===== src/rtl/sprite_layer_ctrl_if.sv =====
// Pixel-rate bundle between the sprite ROM bank, game logic and the sprite compositor.
// Inputs are sampled every pixel clock; there is no valid/ready handshake (frame_tick/flash_req are single-cycle pulses).
interface sprite_layer_ctrl_if #(
  parameter int N_LAYERS = 4
);
  localparam int IDX_W = (N_LAYERS > 1) ? $clog2(N_LAYERS) : 1;

  logic                    frame_tick;
  logic [N_LAYERS-1:0]     layer_en;
  logic [N_LAYERS-1:0]     flash_req;
  logic [N_LAYERS-1:0]     layer_visible;
  logic [24*N_LAYERS-1:0]  layer_rgb;
  logic [7:0]              R;
  logic [7:0]              G;
  logic [7:0]              B;
  logic                    visible;
  logic [IDX_W-1:0]        win_idx;
  logic [N_LAYERS-1:0]     flashing;
  // Debug view of each blink sequencer, 2 bits per layer (0 idle, 1 hide, 2 show)
  logic [2*N_LAYERS-1:0]   seq_state;

  modport master (
    output frame_tick, layer_en, flash_req, layer_visible, layer_rgb,
    input  R, G, B, visible, win_idx, flashing, seq_state
  );

  modport slave (
    input  frame_tick, layer_en, flash_req, layer_visible, layer_rgb,
    output R, G, B, visible, win_idx, flashing, seq_state
  );
endinterface


===== src/rtl/sprite_layer_ctrl.sv =====
// Fixed-priority sprite compositor with colour-key transparency and per-layer
// frame-counted blink sequencers; composited pixel is registered once.
module sprite_layer_ctrl #(
  parameter int          N_LAYERS     = 4,
  parameter int          BLINK_FRAMES = 15,
  parameter int          FLASH_COUNT  = 3,
  parameter bit          KEY_EN       = 1'b1,
  parameter logic [23:0] BG_RGB       = 24'h000000
) (
  input logic                clk,
  input logic                rst_n,
  sprite_layer_ctrl_if.slave bus
);
  localparam int FC_W  = (BLINK_FRAMES > 1) ? $clog2(BLINK_FRAMES) : 1;
  localparam int REM_W = $clog2(FLASH_COUNT + 1);
  localparam int IDX_W = (N_LAYERS > 1) ? $clog2(N_LAYERS) : 1;
  localparam logic [FC_W-1:0]  FC_LAST  = FC_W'(BLINK_FRAMES - 1);
  localparam logic [REM_W-1:0] REM_INIT = REM_W'(FLASH_COUNT);

  typedef enum logic [1:0] {
    S_IDLE = 2'd0,
    S_HIDE = 2'd1,
    S_SHOW = 2'd2
  } seq_state_t;

  seq_state_t       state_q [N_LAYERS];
  seq_state_t       state_d [N_LAYERS];
  logic [FC_W-1:0]  cnt_q   [N_LAYERS];
  logic [FC_W-1:0]  cnt_d   [N_LAYERS];
  logic [REM_W-1:0] rem_q   [N_LAYERS];
  logic [REM_W-1:0] rem_d   [N_LAYERS];

  logic [N_LAYERS-1:0] eligible;
  logic                hit;
  logic [IDX_W-1:0]    win;
  logic [23:0]         pix;

  always_ff @(posedge clk or negedge rst_n) begin
    if (!rst_n) begin
      for (int i = 0; i < N_LAYERS; i++) begin
        state_q[i] <= S_IDLE;
        cnt_q[i]   <= '0;
        rem_q[i]   <= '0;
      end
    end else begin
      for (int i = 0; i < N_LAYERS; i++) begin
        state_q[i] <= state_d[i];
        cnt_q[i]   <= cnt_d[i];
        rem_q[i]   <= rem_d[i];
      end
    end
  end

  // Disable beats a request, and a request beats a coincident frame tick.
  always_comb begin
    for (int i = 0; i < N_LAYERS; i++) begin
      state_d[i] = state_q[i];
      cnt_d[i]   = cnt_q[i];
      rem_d[i]   = rem_q[i];
      if (!bus.layer_en[i]) begin
        state_d[i] = S_IDLE;
        cnt_d[i]   = '0;
        rem_d[i]   = '0;
      end else if (bus.flash_req[i]) begin
        state_d[i] = S_HIDE;
        cnt_d[i]   = '0;
        rem_d[i]   = REM_INIT;
      end else if (bus.frame_tick) begin
        case (state_q[i])
          S_HIDE: begin
            if (cnt_q[i] == FC_LAST) begin
              cnt_d[i]   = '0;
              rem_d[i]   = rem_q[i] - REM_W'(1);
              state_d[i] = (rem_q[i] > REM_W'(1)) ? S_SHOW : S_IDLE;
            end else begin
              cnt_d[i] = cnt_q[i] + FC_W'(1);
            end
          end
          S_SHOW: begin
            if (cnt_q[i] == FC_LAST) begin
              cnt_d[i]   = '0;
              state_d[i] = S_HIDE;
            end else begin
              cnt_d[i] = cnt_q[i] + FC_W'(1);
            end
          end
          default: ;
        endcase
      end
    end
  end

  // Descending scan so the lowest eligible index is the last (winning) assignment.
  always_comb begin
    eligible = '0;
    hit      = 1'b0;
    win      = '0;
    pix      = BG_RGB;
    for (int i = 0; i < N_LAYERS; i++) begin
      eligible[i] = bus.layer_en[i] && bus.layer_visible[i] && (state_q[i] != S_HIDE) &&
                    (!KEY_EN || (bus.layer_rgb[24*i +: 24] != 24'h000000));
    end
    for (int i = N_LAYERS - 1; i >= 0; i--) begin
      if (eligible[i]) begin
        hit = 1'b1;
        win = IDX_W'(i);
        pix = bus.layer_rgb[24*i +: 24];
      end
    end
  end

  always_ff @(posedge clk or negedge rst_n) begin
    if (!rst_n) begin
      bus.R       <= BG_RGB[23:16];
      bus.G       <= BG_RGB[15:8];
      bus.B       <= BG_RGB[7:0];
      bus.visible <= 1'b0;
      bus.win_idx <= '0;
    end else begin
      bus.R       <= pix[23:16];
      bus.G       <= pix[15:8];
      bus.B       <= pix[7:0];
      bus.visible <= hit;
      bus.win_idx <= win;
    end
  end

  always_comb begin
    bus.flashing  = '0;
    bus.seq_state = '0;
    for (int i = 0; i < N_LAYERS; i++) begin
      bus.flashing[i]         = (state_q[i] != S_IDLE);
      bus.seq_state[2*i +: 2] = state_q[i];
    end
  end
endmodule

===== src/flat_wrapper.sv =====
// flat-port wrapper written by rule: the top's interface ports become plain ports
module sprite_layer_ctrl_flat 
#(
  parameter int          N_LAYERS     = 4,
  parameter int          BLINK_FRAMES = 15,
  parameter int          FLASH_COUNT  = 3,
  parameter bit          KEY_EN       = 1'b1,
  parameter logic [23:0] BG_RGB       = 24'h000000
)
  (clk, rst_n, bus_frame_tick, bus_layer_en, bus_flash_req, bus_layer_visible, bus_layer_rgb, bus_R, bus_G, bus_B, bus_visible, bus_win_idx, bus_flashing, bus_seq_state);
  sprite_layer_ctrl_if #(.N_LAYERS(N_LAYERS)) bus_i ();
  input logic clk;
  input logic rst_n;
  input wire logic [$bits(bus_i.frame_tick)-1:0] bus_frame_tick;
  input wire logic [$bits(bus_i.layer_en)-1:0] bus_layer_en;
  input wire logic [$bits(bus_i.flash_req)-1:0] bus_flash_req;
  input wire logic [$bits(bus_i.layer_visible)-1:0] bus_layer_visible;
  input wire logic [$bits(bus_i.layer_rgb)-1:0] bus_layer_rgb;
  output wire logic [$bits(bus_i.R)-1:0] bus_R;
  output wire logic [$bits(bus_i.G)-1:0] bus_G;
  output wire logic [$bits(bus_i.B)-1:0] bus_B;
  output wire logic [$bits(bus_i.visible)-1:0] bus_visible;
  output wire logic [$bits(bus_i.win_idx)-1:0] bus_win_idx;
  output wire logic [$bits(bus_i.flashing)-1:0] bus_flashing;
  output wire logic [$bits(bus_i.seq_state)-1:0] bus_seq_state;
  assign bus_i.frame_tick = bus_frame_tick;
  assign bus_i.layer_en = bus_layer_en;
  assign bus_i.flash_req = bus_flash_req;
  assign bus_i.layer_visible = bus_layer_visible;
  assign bus_i.layer_rgb = bus_layer_rgb;
  assign bus_R = bus_i.R;
  assign bus_G = bus_i.G;
  assign bus_B = bus_i.B;
  assign bus_visible = bus_i.visible;
  assign bus_win_idx = bus_i.win_idx;
  assign bus_flashing = bus_i.flashing;
  assign bus_seq_state = bus_i.seq_state;
  sprite_layer_ctrl #(.N_LAYERS(N_LAYERS), .BLINK_FRAMES(BLINK_FRAMES), .FLASH_COUNT(FLASH_COUNT), .KEY_EN(KEY_EN), .BG_RGB(BG_RGB)) u_core (.clk(clk), .rst_n(rst_n), .bus(bus_i));
endmodule

===== config.mk =====
export PLATFORM = sky130hd
export DESIGN_NAME = sprite_layer_ctrl_flat
export DESIGN_NICKNAME = d
export VERILOG_FILES = /design/src/rtl/sprite_layer_ctrl_if.sv /design/src/rtl/sprite_layer_ctrl.sv /design/src/flat_wrapper.sv
export SDC_FILE = /design/constraint.sdc
export NUM_CORES = 1
export LEC_CHECK = 0
export CELL_PAD_IN_SITES_DETAIL_PLACEMENT = 0
export CELL_PAD_IN_SITES_GLOBAL_PLACEMENT = 1
export CORE_MARGIN = 5
export CORE_UTILIZATION = 36
export CTS_BUF_LIST = sky130_fd_sc_hd__clkbuf_16
export DETAILED_ROUTE_END_ITERATION = 10
export GPL_TIMING_DRIVEN = 0
export PLACE_DENSITY_LB_ADDON = 0.1
export REMOVE_ABC_BUFFERS = 1
export SLEW_MARGIN = 20
export SYNTH_ARGS = -nofsm -noshare
export SYNTH_HDL_FRONTEND = slang
export SYNTH_SLANG_ARGS = --single-unit
export TNS_END_PERCENT = 30

===== constraint.sdc =====
create_clock -name clk -period 3.06 [get_ports clk]
set_clock_uncertainty 0.1 [all_clocks]
set_input_delay 0.306 -clock clk [delete_from_list [all_inputs] [get_ports clk]]
set_output_delay 0.306 -clock clk [all_outputs]
set_load 0.03 [all_outputs]

==> impl_metrics.json <==
{
  "clockRootBuffer": "clkbuf_16",
  "antenna_found_initial": 0,
  "ys_seq_elements": 59,
  "die_area_um2": 14100,
  "cts_buffers": 9,
  "grt_util_met3": 0.0545,
  "start_util": 0.371,
  "globalRouteOverflowTotal": 0,
  "grt_busiest_layer": "met2",
  "synth.distinct_cells": 39,
  "grt_pass1_vias": 4257,
  "nFillCells": 1114,
  "worst_hold_path_type": "in -> async",
  "final_net_count": 764,
  "mostFrequentLayoutCells": "clkdlybuf4s50_1, nand2_1, dfrtp_1",
  "setup_violations": 0,
  "fp.dieW_um": 119,
  "cap_violations": 0,
  "irDropWorstVdd_v": 0.000202,
  "status": "completed",
  "fmax_mhz": 374,
  "grt_start_max_net_pins": 50,
  "die_h_um": 119,
  "wirelength_um": 13000,
  "final_core_util": 0.539,
  "insertion_delay_ns": 0.32,
  "first_iter_violations": 232,
  "num_io_pins": 150,
  "gp_congestion": 0.876,
  "avgViaCountPerCell": 5.17,
  "dp_hpwl_um": 10400,
  "final_layout_size_suffix_gt1_frac": 0.141,
  "htree_num_levels": 3,
  "fin_area_um2": 6200,
  "synth_seq_area_share": 0.346,
  "cts.sinks": 59,
  "max_slew.worst_pin.slew_ns": 0.988,
  "routedWlPerCell_um": 16.8,
  "multi_input_area_um2": 2580,
  "yosys_warnings": 0,
  "holdWs_ns": 0.297,
  "cts.clk_slew.worst_paths_ns": 0.05,
  "place_area_um2": 5920,
  "final_max_slew_viol_count": 0,
  "portBuffers": 149,
  "n_antenna_cell": 0,
  "met2_usage": 0.314,
  "p_leak_nw": 2.47,
  "path_cells": "clkdlybuf4s50_1 > nor4_2 > nand4_2 > o21ai_0 > nand2_1 > and3_1",
  "areaGrowthSynthToFinish_pct": 45.2,
  "finalCritPeriodShare": 0.875,
  "firstDrtPassIters": 4,
  "cts_setup_buffers": 0,
  "yosys.area.top_type": "dfrtp_1",
  "seq_area_um2": 1480,
  "fin_crit_ns": 2.68,
  "core_area_um2": 11500,
  "cp.required_ns": 3.17,
  "hold_violations": 0,
  "cts_hold_buf": 1,
  "cts_tree": "done",
  "p_per_area_nw_per_um2": 431,
  "synth_top_area_share": 0.346,
  "postSynthCellCount": 485,
  "relSlewSlack": 0.340,
  "track_usage": 0.191,
  "critical-path-slowest-cell": "nand4_2",
  "grt_pass1_wl_um": 21800,
  "met1_usage": 0.244,
  "avgSynthCellArea_um2": 8.80,
  "mostFrequentLayoutCell": "clkdlybuf4s50_1",
  "worstPathArrival_ns": 2.79,
  "slowest_delay_ns": 0.82,
  "rsz0062_at_grt": "no",
  "drcViolationCount": 0,
  "cts.repair.resized": 0,
  "synth.area.top_cells": "dfrtp_1, nand2_1, ha_1, o31ai_2, nor3_2",
  "path_max_fanout": 25,
  "crit_path_end_kind": "flop",
  "synth_area_um2": 4270,
  "num_vias": 4007,
  "num_rows": 39,
  "clockBufferDepth": 2,
  "start_kind": "input port",
  "fin_setup_tns_ns": 0,
  "crit_type": "in -> reg",
  "ant_nets": 0
}
-- synth_stat cells (all sizes together) --
cell          count
buf              15
o21ai            48
inv              21
ha               24
or2               1
nor2b             4
a21oi             5
a311oi            1
nand2            90
xor2              4
and3              1
dlymetal6s2s      1
clkbuf            7
a32o              4
o21a              8
o41ai             3
nand4             4
mux2              7
mux2i             4
and3b             2
nand3             8
dfrtp            59
nor2             52
nand2b           10
nor4             28
and4              1
nor3b            24
nor3             24
o31ai            25
-- power by group --
part | leakage [nW] | switching, mW | internal [mW]
combinational | 1.57 | 0.433 | 0.399
clock | 0.134 | 0.338 | 0.610
sequential | 0.767 | 0.0369 | 0.855
-- stage by stage --
stage               cells  total power, mW  setup slack [ns]
global placement      754             1.71            -0.634
detailed placement    760             1.74            0.0389
global route          775             2.82             0.115
finish                775             2.67             0.383
floorplan             462             1.31             0.236
CTS                   775             2.71             0.362
-- metal layers --
| metal | wire [um] | vias up |
|---|---|---|
| met5 | 0 | - |
| met4 | 244 | 0 |
| met3 | 724 | 17 |
| met2 | 6360 | 99 |
| met1 | 5710 | 1883 |
| li1 | - | 2008 |
-- state kept, by name (all words and copies together) (netlist names) --
| register | flops |
|---|---|
| u_core.cnt_q | 16 |
| u_core.bus.G | 8 |
| u_core.bus.win_idx | 2 |
| u_core.bus.seq_state | 8 |
| u_core.rem_q | 8 |
| u_core.bus.visible | 1 |
| u_core.bus.B | 8 |
| u_core.bus.R | 8 |
-- area by class of cell --
cell class	count	share of cell area
inverter	21	0.0127
clock inverter	5	0.00746
clock buffer	9	0.0363
tap	143	0.0288
timing repair buffer	156	0.260
sequential	59	0.238
multi-input combinational	382	0.416
-- final timing paths --
path	from	to	slack, ns	cells after the start
worst max-delay path	bus_layer_rgb[48]	u_core.bus.win_idx[1]	0.38	6
worst min-delay path	rst_n	u_core.rem_q[5]	0.30	2
worst max register to register	u_core.bus.seq_state[7]	u_core.bus.R[0]	0.61	7
worst min register to register	u_core.cnt_q[11]	u_core.cnt_q[11]	0.38	1
max in group asynchronous	rst_n	u_core.rem_q[3]	2.06	3
min in group clk	u_core.cnt_q[11]	u_core.cnt_q[11]	0.38	1
-- cell families after synthesis --
logic type | share of synthesized area
and+or+nand+nor | 0.331
buffers and inverters | 0.0524
DFF | 0.346
AOI/OAI and AO/OA | 0.165
muxes | 0.0278
adders and majority gates | 0.0703
xor gates and xnor gates | 0.00820
-- critical path, delay by kind of cell --
kind                   cells  cell delay, ns
AOI/OAI and AO/OA          1            0.59
buffers and inverters      1            0.44
and+or+nand+nor            4            1.45
No activity file was read; power rests on OpenSTA's default activity.
